`config.mk`:
```
export PLATFORM = sky130hd
export DESIGN_NAME = mc_ctrl_flat
export DESIGN_NICKNAME = d
export VERILOG_FILES = /design/src/rtl/mc_ctrl_if.sv /design/src/rtl/mc_ctrl.sv /design/src/flat_wrapper.sv
export SDC_FILE = /design/constraint.sdc
export NUM_CORES = 1
export LEC_CHECK = 0
export ABC_CLOCK_PERIOD_IN_PS = 2050
export CAP_MARGIN = 20
export CORE_MARGIN = 2
export CORE_UTILIZATION = 40
export DETAILED_ROUTE_END_ITERATION = 12
export GPL_TIMING_DRIVEN = 0
export PLACE_DENSITY = 0.8
export SLEW_MARGIN = 10
export SYNTH_ARGS = -nofsm -noshare
export SYNTH_HDL_FRONTEND = slang
export SYNTH_SLANG_ARGS = --single-unit
```
`constraint.sdc`:
```
create_clock -name clk -period 2.05 [get_ports clk]
set_input_delay 0.41 -clock clk [delete_from_list [all_inputs] [get_ports clk]]
set_output_delay 0.41 -clock clk [all_outputs]
set_load 0.1 [all_outputs]
```
`src/rtl/mc_ctrl_if.sv`:
```
`default_nettype none
// ============================================================================
// Module      : mc_ctrl_if
// Description : Bundle between the multi-cycle control FSM and the MIPS
//               datapath.
//               master : control FSM (drives strobes / mux selects, reads
//                        IR fields, ALU zero flag and memory ready)
//               slave  : datapath (drives IR fields, zero, mem_ready)
//               Signals:
//                 opcode, funct  IR[31:26], IR[5:0]
//                 zero           ALU equality flag (rs == rt)
//                 mem_ready      shared IM/DM access completes this cycle
//                 mem_req, pc_we, ir_we, dm_we, rf_we   strobes
//                 reg_dst, wd_sel, alu_srcb, alu_op, ext_op, pc_src  selects
//                 halted, state  status / debug
//                 cycle_cnt, instr_cnt  only when MC_CTRL_PERF_EN is defined
// Revision    : 1.0 - initial release
// ============================================================================
interface mc_ctrl_if;
    logic [5:0]  opcode;
    logic [5:0]  funct;
    logic        zero;
    logic        mem_ready;

    logic        mem_req;
    logic        pc_we;
    logic        ir_we;
    logic        dm_we;
    logic        rf_we;
    logic [1:0]  reg_dst;
    logic [1:0]  wd_sel;
    logic [1:0]  alu_srcb;
    logic [2:0]  alu_op;
    logic        ext_op;
    logic [1:0]  pc_src;
    logic        halted;
    logic [3:0]  state;

`ifdef MC_CTRL_PERF_EN
    logic [31:0] cycle_cnt;
    logic [31:0] instr_cnt;

    modport master (
        input  opcode, funct, zero, mem_ready,
        output mem_req, pc_we, ir_we, dm_we, rf_we,
        output reg_dst, wd_sel, alu_srcb, alu_op, ext_op, pc_src,
        output halted, state, cycle_cnt, instr_cnt
    );

    modport slave (
        output opcode, funct, zero, mem_ready,
        input  mem_req, pc_we, ir_we, dm_we, rf_we,
        input  reg_dst, wd_sel, alu_srcb, alu_op, ext_op, pc_src,
        input  halted, state, cycle_cnt, instr_cnt
    );
`else
    modport master (
        input  opcode, funct, zero, mem_ready,
        output mem_req, pc_we, ir_we, dm_we, rf_we,
        output reg_dst, wd_sel, alu_srcb, alu_op, ext_op, pc_src,
        output halted, state
    );

    modport slave (
        output opcode, funct, zero, mem_ready,
        input  mem_req, pc_we, ir_we, dm_we, rf_we,
        input  reg_dst, wd_sel, alu_srcb, alu_op, ext_op, pc_src,
        input  halted, state
    );
`endif
endinterface
`default_nettype wire

```
`src/rtl/mc_ctrl.sv`:
```
`default_nettype none
// ============================================================================
// Module      : mc_ctrl
// Description : Multi-cycle control FSM for the MIPS datapath. Steps each
//               instruction through FETCH/DECODE/EXEC/MEM/WB and drives every
//               datapath strobe and mux select. Stalls in FETCH, MEM_RD and
//               MEM_WR until the single-port memory signals mem_ready.
//               Outputs are combinational in state, opcode, funct, zero and
//               mem_ready.
// Ports       : clk    system clock, rising edge
//               reset  asynchronous, active-low; holds the FSM in FETCH
//               bus    mc_ctrl_if.master (IR fields, flags, strobes, selects)
// Parameters  : ILLEGAL_HALT  1: unknown opcode/funct enters HALT
//                             0: unknown opcode/funct behaves as a nop
// Options     : MC_CTRL_PERF_EN  adds bus.cycle_cnt / bus.instr_cnt
// Revision    : 1.0 - initial release
// ============================================================================
module mc_ctrl #(
    parameter int unsigned ILLEGAL_HALT = 1
) (
    input  wire logic clk,
    input  wire logic reset,
    mc_ctrl_if.master bus
);

    localparam logic [3:0] c_FETCH    = 4'd0;
    localparam logic [3:0] c_DECODE   = 4'd1;
    localparam logic [3:0] c_EXEC_R   = 4'd2;
    localparam logic [3:0] c_EXEC_I   = 4'd3;
    localparam logic [3:0] c_MEM_ADDR = 4'd4;
    localparam logic [3:0] c_MEM_RD   = 4'd5;
    localparam logic [3:0] c_MEM_WR   = 4'd6;
    localparam logic [3:0] c_WB_R     = 4'd7;
    localparam logic [3:0] c_WB_I     = 4'd8;
    localparam logic [3:0] c_WB_MEM   = 4'd9;
    localparam logic [3:0] c_BRANCH   = 4'd10;
    localparam logic [3:0] c_JUMP     = 4'd11;
    localparam logic [3:0] c_HALT     = 4'd15;

    localparam logic [5:0] c_OP_RTYPE = 6'b000000;
    localparam logic [5:0] c_OP_ORI   = 6'b001101;
    localparam logic [5:0] c_OP_LUI   = 6'b001111;
    localparam logic [5:0] c_OP_LW    = 6'b100011;
    localparam logic [5:0] c_OP_SW    = 6'b101011;
    localparam logic [5:0] c_OP_BEQ   = 6'b000100;
    localparam logic [5:0] c_OP_J     = 6'b000010;
    localparam logic [5:0] c_OP_JAL   = 6'b000011;

    localparam logic [5:0] c_FN_ADDU  = 6'b100001;
    localparam logic [5:0] c_FN_SUBU  = 6'b100011;
    localparam logic [5:0] c_FN_JR    = 6'b001000;
    localparam logic [5:0] c_FN_NOP   = 6'b000000;

    localparam logic [2:0] c_ALU_ADD  = 3'b000;
    localparam logic [2:0] c_ALU_SUB  = 3'b001;
    localparam logic [2:0] c_ALU_OR   = 3'b010;
    localparam logic [2:0] c_ALU_LUI  = 3'b011;

    // Destination of an unrecognised encoding, fixed at elaboration.
    localparam logic [3:0] c_ILLEGAL_NEXT = (ILLEGAL_HALT != 0) ? c_HALT : c_FETCH;

    logic [3:0] r_state;
    logic [3:0] w_next;

    logic       w_mem_req;
    logic       w_pc_we;
    logic       w_ir_we;
    logic       w_dm_we;
    logic       w_rf_we;
    logic [1:0] w_reg_dst;
    logic [1:0] w_wd_sel;
    logic [1:0] w_alu_srcb;
    logic [2:0] w_alu_op;
    logic       w_ext_op;
    logic [1:0] w_pc_src;
    logic       w_halted;

    // ------------------------------------------------------------------------
    // State register
    // ------------------------------------------------------------------------
    always_ff @(posedge clk or negedge reset) begin
        if (!reset) begin
            r_state <= c_FETCH;
        end else begin
            r_state <= w_next;
        end
    end

    // ------------------------------------------------------------------------
    // Next-state logic
    // ------------------------------------------------------------------------
    always_comb begin
        w_next = r_state;
        case (r_state)
            c_FETCH: begin
                if (bus.mem_ready) begin
                    w_next = c_DECODE;
                end
            end
            c_DECODE: begin
                case (bus.opcode)
                    c_OP_RTYPE: begin
                        case (bus.funct)
                            c_FN_ADDU, c_FN_SUBU: w_next = c_EXEC_R;
                            c_FN_JR:              w_next = c_JUMP;
                            c_FN_NOP:             w_next = c_FETCH;
                            default:              w_next = c_ILLEGAL_NEXT;
                        endcase
                    end
                    c_OP_ORI, c_OP_LUI: w_next = c_EXEC_I;
                    c_OP_LW, c_OP_SW:   w_next = c_MEM_ADDR;
                    c_OP_BEQ:           w_next = c_BRANCH;
                    c_OP_J, c_OP_JAL:   w_next = c_JUMP;
                    default:            w_next = c_ILLEGAL_NEXT;
                endcase
            end
            c_EXEC_R:   w_next = c_WB_R;
            c_EXEC_I:   w_next = c_WB_I;
            // Only lw and sw reach MEM_ADDR, so a single compare splits them.
            c_MEM_ADDR: w_next = (bus.opcode == c_OP_SW) ? c_MEM_WR : c_MEM_RD;
            c_MEM_RD: begin
                if (bus.mem_ready) begin
                    w_next = c_WB_MEM;
                end
            end
            c_MEM_WR: begin
                if (bus.mem_ready) begin
                    w_next = c_FETCH;
                end
            end
            c_WB_R, c_WB_I, c_WB_MEM, c_BRANCH, c_JUMP: w_next = c_FETCH;
            c_HALT:     w_next = c_HALT;
            default:    w_next = c_FETCH;
        endcase
    end

    // ------------------------------------------------------------------------
    // Output logic
    // ------------------------------------------------------------------------
    always_comb begin
        w_mem_req  = 1'b0;
        w_pc_we    = 1'b0;
        w_ir_we    = 1'b0;
        w_dm_we    = 1'b0;
        w_rf_we    = 1'b0;
        w_reg_dst  = 2'b00;
        w_wd_sel   = 2'b00;
        w_alu_srcb = 2'b00;
        w_alu_op   = c_ALU_ADD;
        w_ext_op   = 1'b0;
        w_pc_src   = 2'b00;
        w_halted   = 1'b0;
        case (r_state)
            c_FETCH: begin
                // ALU computes PC+4 while the instruction word is read.
                w_mem_req  = 1'b1;
                w_alu_srcb = 2'b10;
                w_alu_op   = c_ALU_ADD;
                w_ir_we    = bus.mem_ready;
                w_pc_we    = bus.mem_ready;
            end
            c_EXEC_R, c_WB_R: begin
                // Write-back cycle keeps the ALU inputs stable so the result
                // is still valid when the GRF captures it.
                w_alu_srcb = 2'b00;
                w_alu_op   = (bus.funct == c_FN_SUBU) ? c_ALU_SUB : c_ALU_ADD;
                if (r_state == c_WB_R) begin
                    w_rf_we   = 1'b1;
                    w_reg_dst = 2'b01;
                    w_wd_sel  = 2'b00;
                end
            end
            c_EXEC_I, c_WB_I: begin
                w_alu_srcb = 2'b01;
                w_ext_op   = 1'b0;
                w_alu_op   = (bus.opcode == c_OP_LUI) ? c_ALU_LUI : c_ALU_OR;
                if (r_state == c_WB_I) begin
                    w_rf_we   = 1'b1;
                    w_reg_dst = 2'b00;
                    w_wd_sel  = 2'b00;
                end
            end
            c_MEM_ADDR, c_MEM_RD, c_MEM_WR: begin
                // Address (rs + sign-extended offset) is held for the whole
                // memory access, including wait cycles.
                w_alu_srcb = 2'b01;
                w_ext_op   = 1'b1;
                w_alu_op   = c_ALU_ADD;
                if (r_state != c_MEM_ADDR) begin
                    w_mem_req = 1'b1;
                end
                if (r_state == c_MEM_WR) begin
                    w_dm_we = bus.mem_ready;
                end
            end
            c_WB_MEM: begin
                w_rf_we   = 1'b1;
                w_reg_dst = 2'b00;
                w_wd_sel  = 2'b01;
            end
            c_BRANCH: begin
                w_alu_srcb = 2'b00;
                w_alu_op   = c_ALU_SUB;
                w_ext_op   = 1'b1;
                w_pc_src   = 2'b01;
                w_pc_we    = bus.zero;
            end
            c_JUMP: begin
                w_pc_we  = 1'b1;
                // jr is the only R-type instruction that lands in JUMP.
                w_pc_src = (bus.opcode == c_OP_RTYPE) ? 2'b11 : 2'b10;
                if (bus.opcode == c_OP_JAL) begin
                    w_rf_we   = 1'b1;
                    w_reg_dst = 2'b10;
                    w_wd_sel  = 2'b10;
                end
            end
            c_HALT: begin
                w_halted = 1'b1;
            end
            default: begin
                w_halted = 1'b0;
            end
        endcase
    end

    // Strobes are gated directly by reset so that an assertion in the middle
    // of an access (e.g. MEM_WR with mem_ready high) cannot leak a write.
    assign bus.mem_req  = w_mem_req & reset;
    assign bus.pc_we    = w_pc_we   & reset;
    assign bus.ir_we    = w_ir_we   & reset;
    assign bus.dm_we    = w_dm_we   & reset;
    assign bus.rf_we    = w_rf_we   & reset;
    assign bus.halted   = w_halted  & reset;
    assign bus.reg_dst  = w_reg_dst;
    assign bus.wd_sel   = w_wd_sel;
    assign bus.alu_srcb = w_alu_srcb;
    assign bus.alu_op   = w_alu_op;
    assign bus.ext_op   = w_ext_op;
    assign bus.pc_src   = w_pc_src;
    assign bus.state    = r_state;

`ifdef MC_CTRL_PERF_EN
    // ------------------------------------------------------------------------
    // Performance counters (free-running, wrap at 2^32)
    // ------------------------------------------------------------------------
    logic [31:0] r_cycle_cnt;
    logic [31:0] r_instr_cnt;

    always_ff @(posedge clk or negedge reset) begin
        if (!reset) begin
            r_cycle_cnt <= 32'd0;
            r_instr_cnt <= 32'd0;
        end else begin
            if (r_state != c_HALT) begin
                r_cycle_cnt <= r_cycle_cnt + 32'd1;
            end
            // An instruction retires (or is dropped) whenever the FSM
            // returns to FETCH from any other state.
            if ((w_next == c_FETCH) && (r_state != c_FETCH)) begin
                r_instr_cnt <= r_instr_cnt + 32'd1;
            end
        end
    end

    assign bus.cycle_cnt = r_cycle_cnt;
    assign bus.instr_cnt = r_instr_cnt;
`endif

endmodule
`default_nettype wire

```
`src/flat_wrapper.sv`:
```
// flat-port wrapper written by rule: the top's interface ports become plain ports
module mc_ctrl_flat 
#(
    parameter int unsigned ILLEGAL_HALT = 1
)
  (clk, reset, bus_opcode, bus_funct, bus_zero, bus_mem_ready, bus_mem_req, bus_pc_we, bus_ir_we, bus_dm_we, bus_rf_we, bus_reg_dst, bus_wd_sel, bus_alu_srcb, bus_alu_op, bus_ext_op, bus_pc_src, bus_halted, bus_state);
  mc_ctrl_if bus_i ();
  input  wire logic clk;
  input  wire logic reset;
  input wire logic [$bits(bus_i.opcode)-1:0] bus_opcode;
  input wire logic [$bits(bus_i.funct)-1:0] bus_funct;
  input wire logic [$bits(bus_i.zero)-1:0] bus_zero;
  input wire logic [$bits(bus_i.mem_ready)-1:0] bus_mem_ready;
  output wire logic [$bits(bus_i.mem_req)-1:0] bus_mem_req;
  output wire logic [$bits(bus_i.pc_we)-1:0] bus_pc_we;
  output wire logic [$bits(bus_i.ir_we)-1:0] bus_ir_we;
  output wire logic [$bits(bus_i.dm_we)-1:0] bus_dm_we;
  output wire logic [$bits(bus_i.rf_we)-1:0] bus_rf_we;
  output wire logic [$bits(bus_i.reg_dst)-1:0] bus_reg_dst;
  output wire logic [$bits(bus_i.wd_sel)-1:0] bus_wd_sel;
  output wire logic [$bits(bus_i.alu_srcb)-1:0] bus_alu_srcb;
  output wire logic [$bits(bus_i.alu_op)-1:0] bus_alu_op;
  output wire logic [$bits(bus_i.ext_op)-1:0] bus_ext_op;
  output wire logic [$bits(bus_i.pc_src)-1:0] bus_pc_src;
  output wire logic [$bits(bus_i.halted)-1:0] bus_halted;
  output wire logic [$bits(bus_i.state)-1:0] bus_state;
  assign bus_i.opcode = bus_opcode;
  assign bus_i.funct = bus_funct;
  assign bus_i.zero = bus_zero;
  assign bus_i.mem_ready = bus_mem_ready;
  assign bus_mem_req = bus_i.mem_req;
  assign bus_pc_we = bus_i.pc_we;
  assign bus_ir_we = bus_i.ir_we;
  assign bus_dm_we = bus_i.dm_we;
  assign bus_rf_we = bus_i.rf_we;
  assign bus_reg_dst = bus_i.reg_dst;
  assign bus_wd_sel = bus_i.wd_sel;
  assign bus_alu_srcb = bus_i.alu_srcb;
  assign bus_alu_op = bus_i.alu_op;
  assign bus_ext_op = bus_i.ext_op;
  assign bus_pc_src = bus_i.pc_src;
  assign bus_halted = bus_i.halted;
  assign bus_state = bus_i.state;
  mc_ctrl #(.ILLEGAL_HALT(ILLEGAL_HALT)) u_core (.clk(clk), .reset(reset), .bus(bus_i));
endmodule
```
==> flow_metrics.env, run 1 <==
export IMPL_outcome="stopped before the end"
export IMPL_stop_stage="global routing (5_1_grt)"
export IMPL_tool_error="[ERROR GRT-0232] Routing congestion too high. Check the congestion heatmap in the GUI."
export IMPL_ios=38
export IMPL_clockBufferDepth=2
export IMPL_cts_root_buf="clkbuf_4"
export IMPL_synth_ff_type="dfrtp_1"
export IMPL_ys_async_sr_fraction_pct=100.0
export IMPL_synth_commonest_cells="nor2_1 (17), nand2_1 (12), a21oi_1 (7), clkbuf_1 (7), o21ai_0 (7)"
export IMPL_worst_endpoint="bus_rf_we"
export IMPL_yosysWarnings=0
export IMPL_numPortBuffers=35
export IMPL_cts_hold_buffers=0
export IMPL_syn_nets=133
export IMPL_yosys_top_cells_area="dfrtp_1 (13%), nor2_1 (8.4%), nand2_1 (5.9%)"
export IMPL_die_w_um=47.61
export IMPL_yosysMostFrequentCell="nor2_1"
export IMPL_syn_inst=117
export IMPL_grt_max_degree=11
export IMPL_seq_area_frac_synth_pct=13.16
export IMPL_placed_cell_area_mm2=0.001315
export IMPL_start_util_pct=43.12
export IMPL_cts_inserted_buffers=3
export IMPL_syn_area_per_cell_um2=6.502
export IMPL_netlist_area_um2=760.7
export IMPL_post_dp_hpwl_um=1979
export IMPL_htreeDepth=1
export IMPL_worst_endpoint_kind="primary output"
export IMPL_grt_use_total_pct=72.58
export IMPL_rows=15
export IMPL_cts_sinks=4
export IMPL_die_h_um=47.61
export IMPL_synth_seq_cells=4
export IMPL_synth_edff_count=0
export IMPL_yosys_area_top_type="dfrtp_1"
export IMPL_globalRouteOverflowTotal=1
export IMPL_gp_congestion=0.8801
export IMPL_synth_top_area_share_pct=13.16
export IMPL_synth_cell_type_count=45
[metrics by stage]
stage               util [%]  TNS [ns]  worst slack, ns  std cells
CTS                    87.59   -0.4619          -0.1835        186
floorplan                  -    -4.559          -0.8620        117
global placement       74.54    -17.45           -1.474        177
detailed placement     74.54    -17.85           -1.498        177
[cell families after synthesis]
family	after synthesis	share of synthesized area (%)
AOI/OAI and AO/OA	36	32.57
buffers and inverters	11	6.414
and+or+nand+nor	63	44.74
xor gates and xnor gates	1	1.152
DFF	4	13.16
other	1	0.4929
muxes	1	1.480
[what timing repair did]
item | 4_1_cts
resized for setup | 197
buffers inserted | 6
pin swaps | 8
setup endpoints to repair | 24
[layer usage]
layer  overflow  track usage [%]
met4          1            67.57
met5          0            30.00
met1          0            70.81
met2          0            88.11
met3          0            63.77
==> run 2: changes to the inputs <==
--- a/config.mk
+++ b/config.mk
@@ -7,11 +7,11 @@
 export LEC_CHECK = 0
 export ABC_CLOCK_PERIOD_IN_PS = 2050
 export CAP_MARGIN = 20
-export CORE_MARGIN = 2
-export CORE_UTILIZATION = 40
+export CORE_AREA = 2 2 63 65
 export DETAILED_ROUTE_END_ITERATION = 12
+export DIE_AREA = 0 0 65 67
 export GPL_TIMING_DRIVEN = 0
-export PLACE_DENSITY = 0.8
+export PLACE_DENSITY_LB_ADDON = 0.15
 export SLEW_MARGIN = 10
 export SYNTH_ARGS = -nofsm -noshare
 export SYNTH_HDL_FRONTEND = slang
==> run 2 against run 1 <==
Net effect: the flow now finishes, with violations (negative setup slack); synthesized cell count stayed put; synthesized area stayed put.
==> flow_metrics.env, run 2 <==
export IMPL_yosys_area_top_type="dfrtp_1"
export IMPL_largest_reg_flops=4
export IMPL_critPathRequiredTime_ns=1.64
export IMPL_synth_top_area_share_pct=13.16
export IMPL_htreeDepth=1
export IMPL_antenna_cells=0
export IMPL_leakage_nw=0.7223
export IMPL_hold_viol=0
export IMPL_relSlewSlack_pct=36.07
export IMPL_clockBufferDepth=2
export IMPL_rsz0062_at_grt="true"
export IMPL_die_w_um=65
export IMPL_synth_edff_count=0
export IMPL_yosysMostFrequentCell="nor2_1"
export IMPL_via_per_inst=5.107
export IMPL_hp_class="in -> async"
export IMPL_max_slew_worst_pin_slew_ns=0.9627
export IMPL_timing_final_crit_share_pct=103.7
export IMPL_rows=22
export IMPL_gp_congestion=0.8097
export IMPL_grt_use_total_pct=14.25
export IMPL_finalWorstSetupSlack_ns=-0.07535
export IMPL_outcome="finished, violations left"
export IMPL_n_fill_cell=383
export IMPL_final_common_cell="buf_4"
export IMPL_nNetsFinal=195
export IMPL_ys_async_sr_fraction_pct=100.0
export IMPL_seq_area_frac_synth_pct=13.16
export IMPL_syn_nets=133
export IMPL_cp_max_fo=3
export IMPL_min_period_ns=2.125
export IMPL_clock_latency_ns=0.21
export IMPL_synth_commonest_cells="nor2_1 (17), nand2_1 (12), a21oi_1 (7), clkbuf_1 (7), o21ai_0 (7)"
export IMPL_globalRouteOverflowTotal=0
export IMPL_maxCapViolCount=0
export IMPL_synth_cell_type_count=45
export IMPL_cts_hold_buffers=0
export IMPL_post_dp_hpwl_um=2249
export IMPL_yosysWarnings=0
export IMPL_final_cell_mix="buf_4 (25), nor2_1 (13), buf_6 (10)"
export IMPL_yosys_top_cells_area="dfrtp_1 (13%), nor2_1 (8.4%), nand2_1 (5.9%)"
export IMPL_tritoncts="built"
export IMPL_ios=38
export IMPL_dieArea_mm2=0.004355
export IMPL_ant_nets=0
export IMPL_setup_viol=3
export IMPL_drtIter0Drc=59
export IMPL_syn_inst=117
export IMPL_first_global_vias=1062
export IMPL_firstDrtPassIters=4
export IMPL_vias=1149
export IMPL_fin_util_pct=49.31
export IMPL_cts_clk_slew_worst_paths_ns=0.03
export IMPL_fmax_mhz=470.5
export IMPL_grt_pass1_wl_um=4926
export IMPL_numPortBuffers=35
export IMPL_power_density_mw_per_mm2=1635
export IMPL_whs_ns=0.05392
export IMPL_totalWireLength_um=3150
export IMPL_syn_area_per_cell_um2=6.502
export IMPL_drc=0
export IMPL_cts_sinks=4
export IMPL_skew_ns=0.004008
export IMPL_drive_gt1_share_pct=59.32
export IMPL_start_util_pct=21.10
export IMPL_cts_inserted_buffers=3
export IMPL_critPathLaunchType="input port"
export IMPL_ir_drop_mv=0.5633
export IMPL_core_area_mm2=0.003606
export IMPL_synth_seq_cells=4
export IMPL_grt_max_degree=11
export IMPL_crit_path_end_kind="output port"
export IMPL_area_growth_pct=133.7
export IMPL_cts_root_buf="clkbuf_8"
export IMPL_detail_route_wl_per_cell_um=14.00
export IMPL_netlist_area_um2=760.7
export IMPL_cp_arrival_ns=1.72
export IMPL_maxSlewViolCount=0
export IMPL_path_class="in -> out"
export IMPL_synth_ff_type="dfrtp_1"
export IMPL_die_h_um=67
export IMPL_failed_checks="negative setup slack"
export IMPL_power_mw=2.907
export IMPL_grt_antenna_before_repair=0
run 2: cell families after synthesis:
group	after synthesis	synth area share, %
mux	1	1.480
xor+xnor	1	1.152
compound gates	36	32.57
buf+inv	11	6.414
simple gates	63	44.74
other cells	1	0.4929
flops	4	13.16
run 2: worst max-delay path, cell delays in order:
cell and delay, ns:
buf_8 0.09, or3_4 0.39, or4_4 0.46, a21oi_4 0.17, buf_12 0.19
run 2: area by class of cell:
class / count / area [um2] / share of cell area, %
buffer: 10 / 115.1 / 6.474
clock buffer: 3 / 41.29 / 2.322
inverter: 1 / 7.507 / 0.4222
multi-input combinational: 102 / 865.8 / 48.70
sequential: 4 / 115.1 / 6.474
tap: 48 / 60.06 / 3.378
timing repair buffer: 57 / 573.1 / 32.23
run 2: final timing paths:
check | from | endpoint | slack [ns] | cells past startpoint
max in group asynchronous | reset | u_core.bus.state[2]$_DFFE_PN0P_ | 1.77 | 1
hold / removal | reset | u_core.bus.state[0]$_DFFE_PN0P_ | 0.05 | 1
setup reg to reg | u_core.bus.state[1]$_DFFE_PN0P_ | u_core.bus.state[3]$_DFFE_PN0P_ | 0.49 | 6
setup / recovery | bus_opcode[4] | bus_pc_src[0] | -0.08 | 5
hold reg to reg | u_core.bus.state[3]$_DFFE_PN0P_ | u_core.bus.state[0]$_DFFE_PN0P_ | 0.86 | 3
min in group clk | bus_funct[5] | u_core.bus.state[1]$_DFFE_PN0P_ | 0.68 | 4
run 2: report_power, final:
part / switching (mW) / internal (mW) / leakage (nW)
logic: 1.65 / 0.887 / 0.656
registers: 0.0635 / 0.141 / 0.0448
clock network: 0.0364 / 0.125 / 0.0216
run 2: per-stage QoR:
step | instances | TNS, ns | setup WS [ns] | area (um2)
final | 225 | -0.1385 | -0.07535 | 1778
after global routing | 225 | -0.3334 | -0.09976 | 1778
after CTS | 210 | -0.4377 | -0.1883 | 1584
after detailed placement | 200 | -18.31 | -1.531 | 1344
after global placement | 200 | -18.07 | -1.478 | 1344
after floorplan | 117 | -4.559 | -0.8620 | 933.4
run 2: timing repair:
action | CTS | global route
setup endpoints to repair | 24 | 14
cloned | 0 | 1
pin swaps | 8 | 9
buffers inserted | 7 | 14
gates resized for setup | 194 | 31
run 2: layer usage:
| metal | up-vias | GRT usage [%] | part of all wire (%) |
|---|---|---|---|
| met5 | - | 0 | 0 |
| met4 | 0 | 3.191 | 1.7 |
| met2 | 54 | 25.26 | 49 |
| met3 | 4 | 2.872 | 7.2 |
| li1 | 558 | - | - |
| met1 | 533 | 17.64 | 42 |
Note: power is estimated with default switching activity, not from simulation.
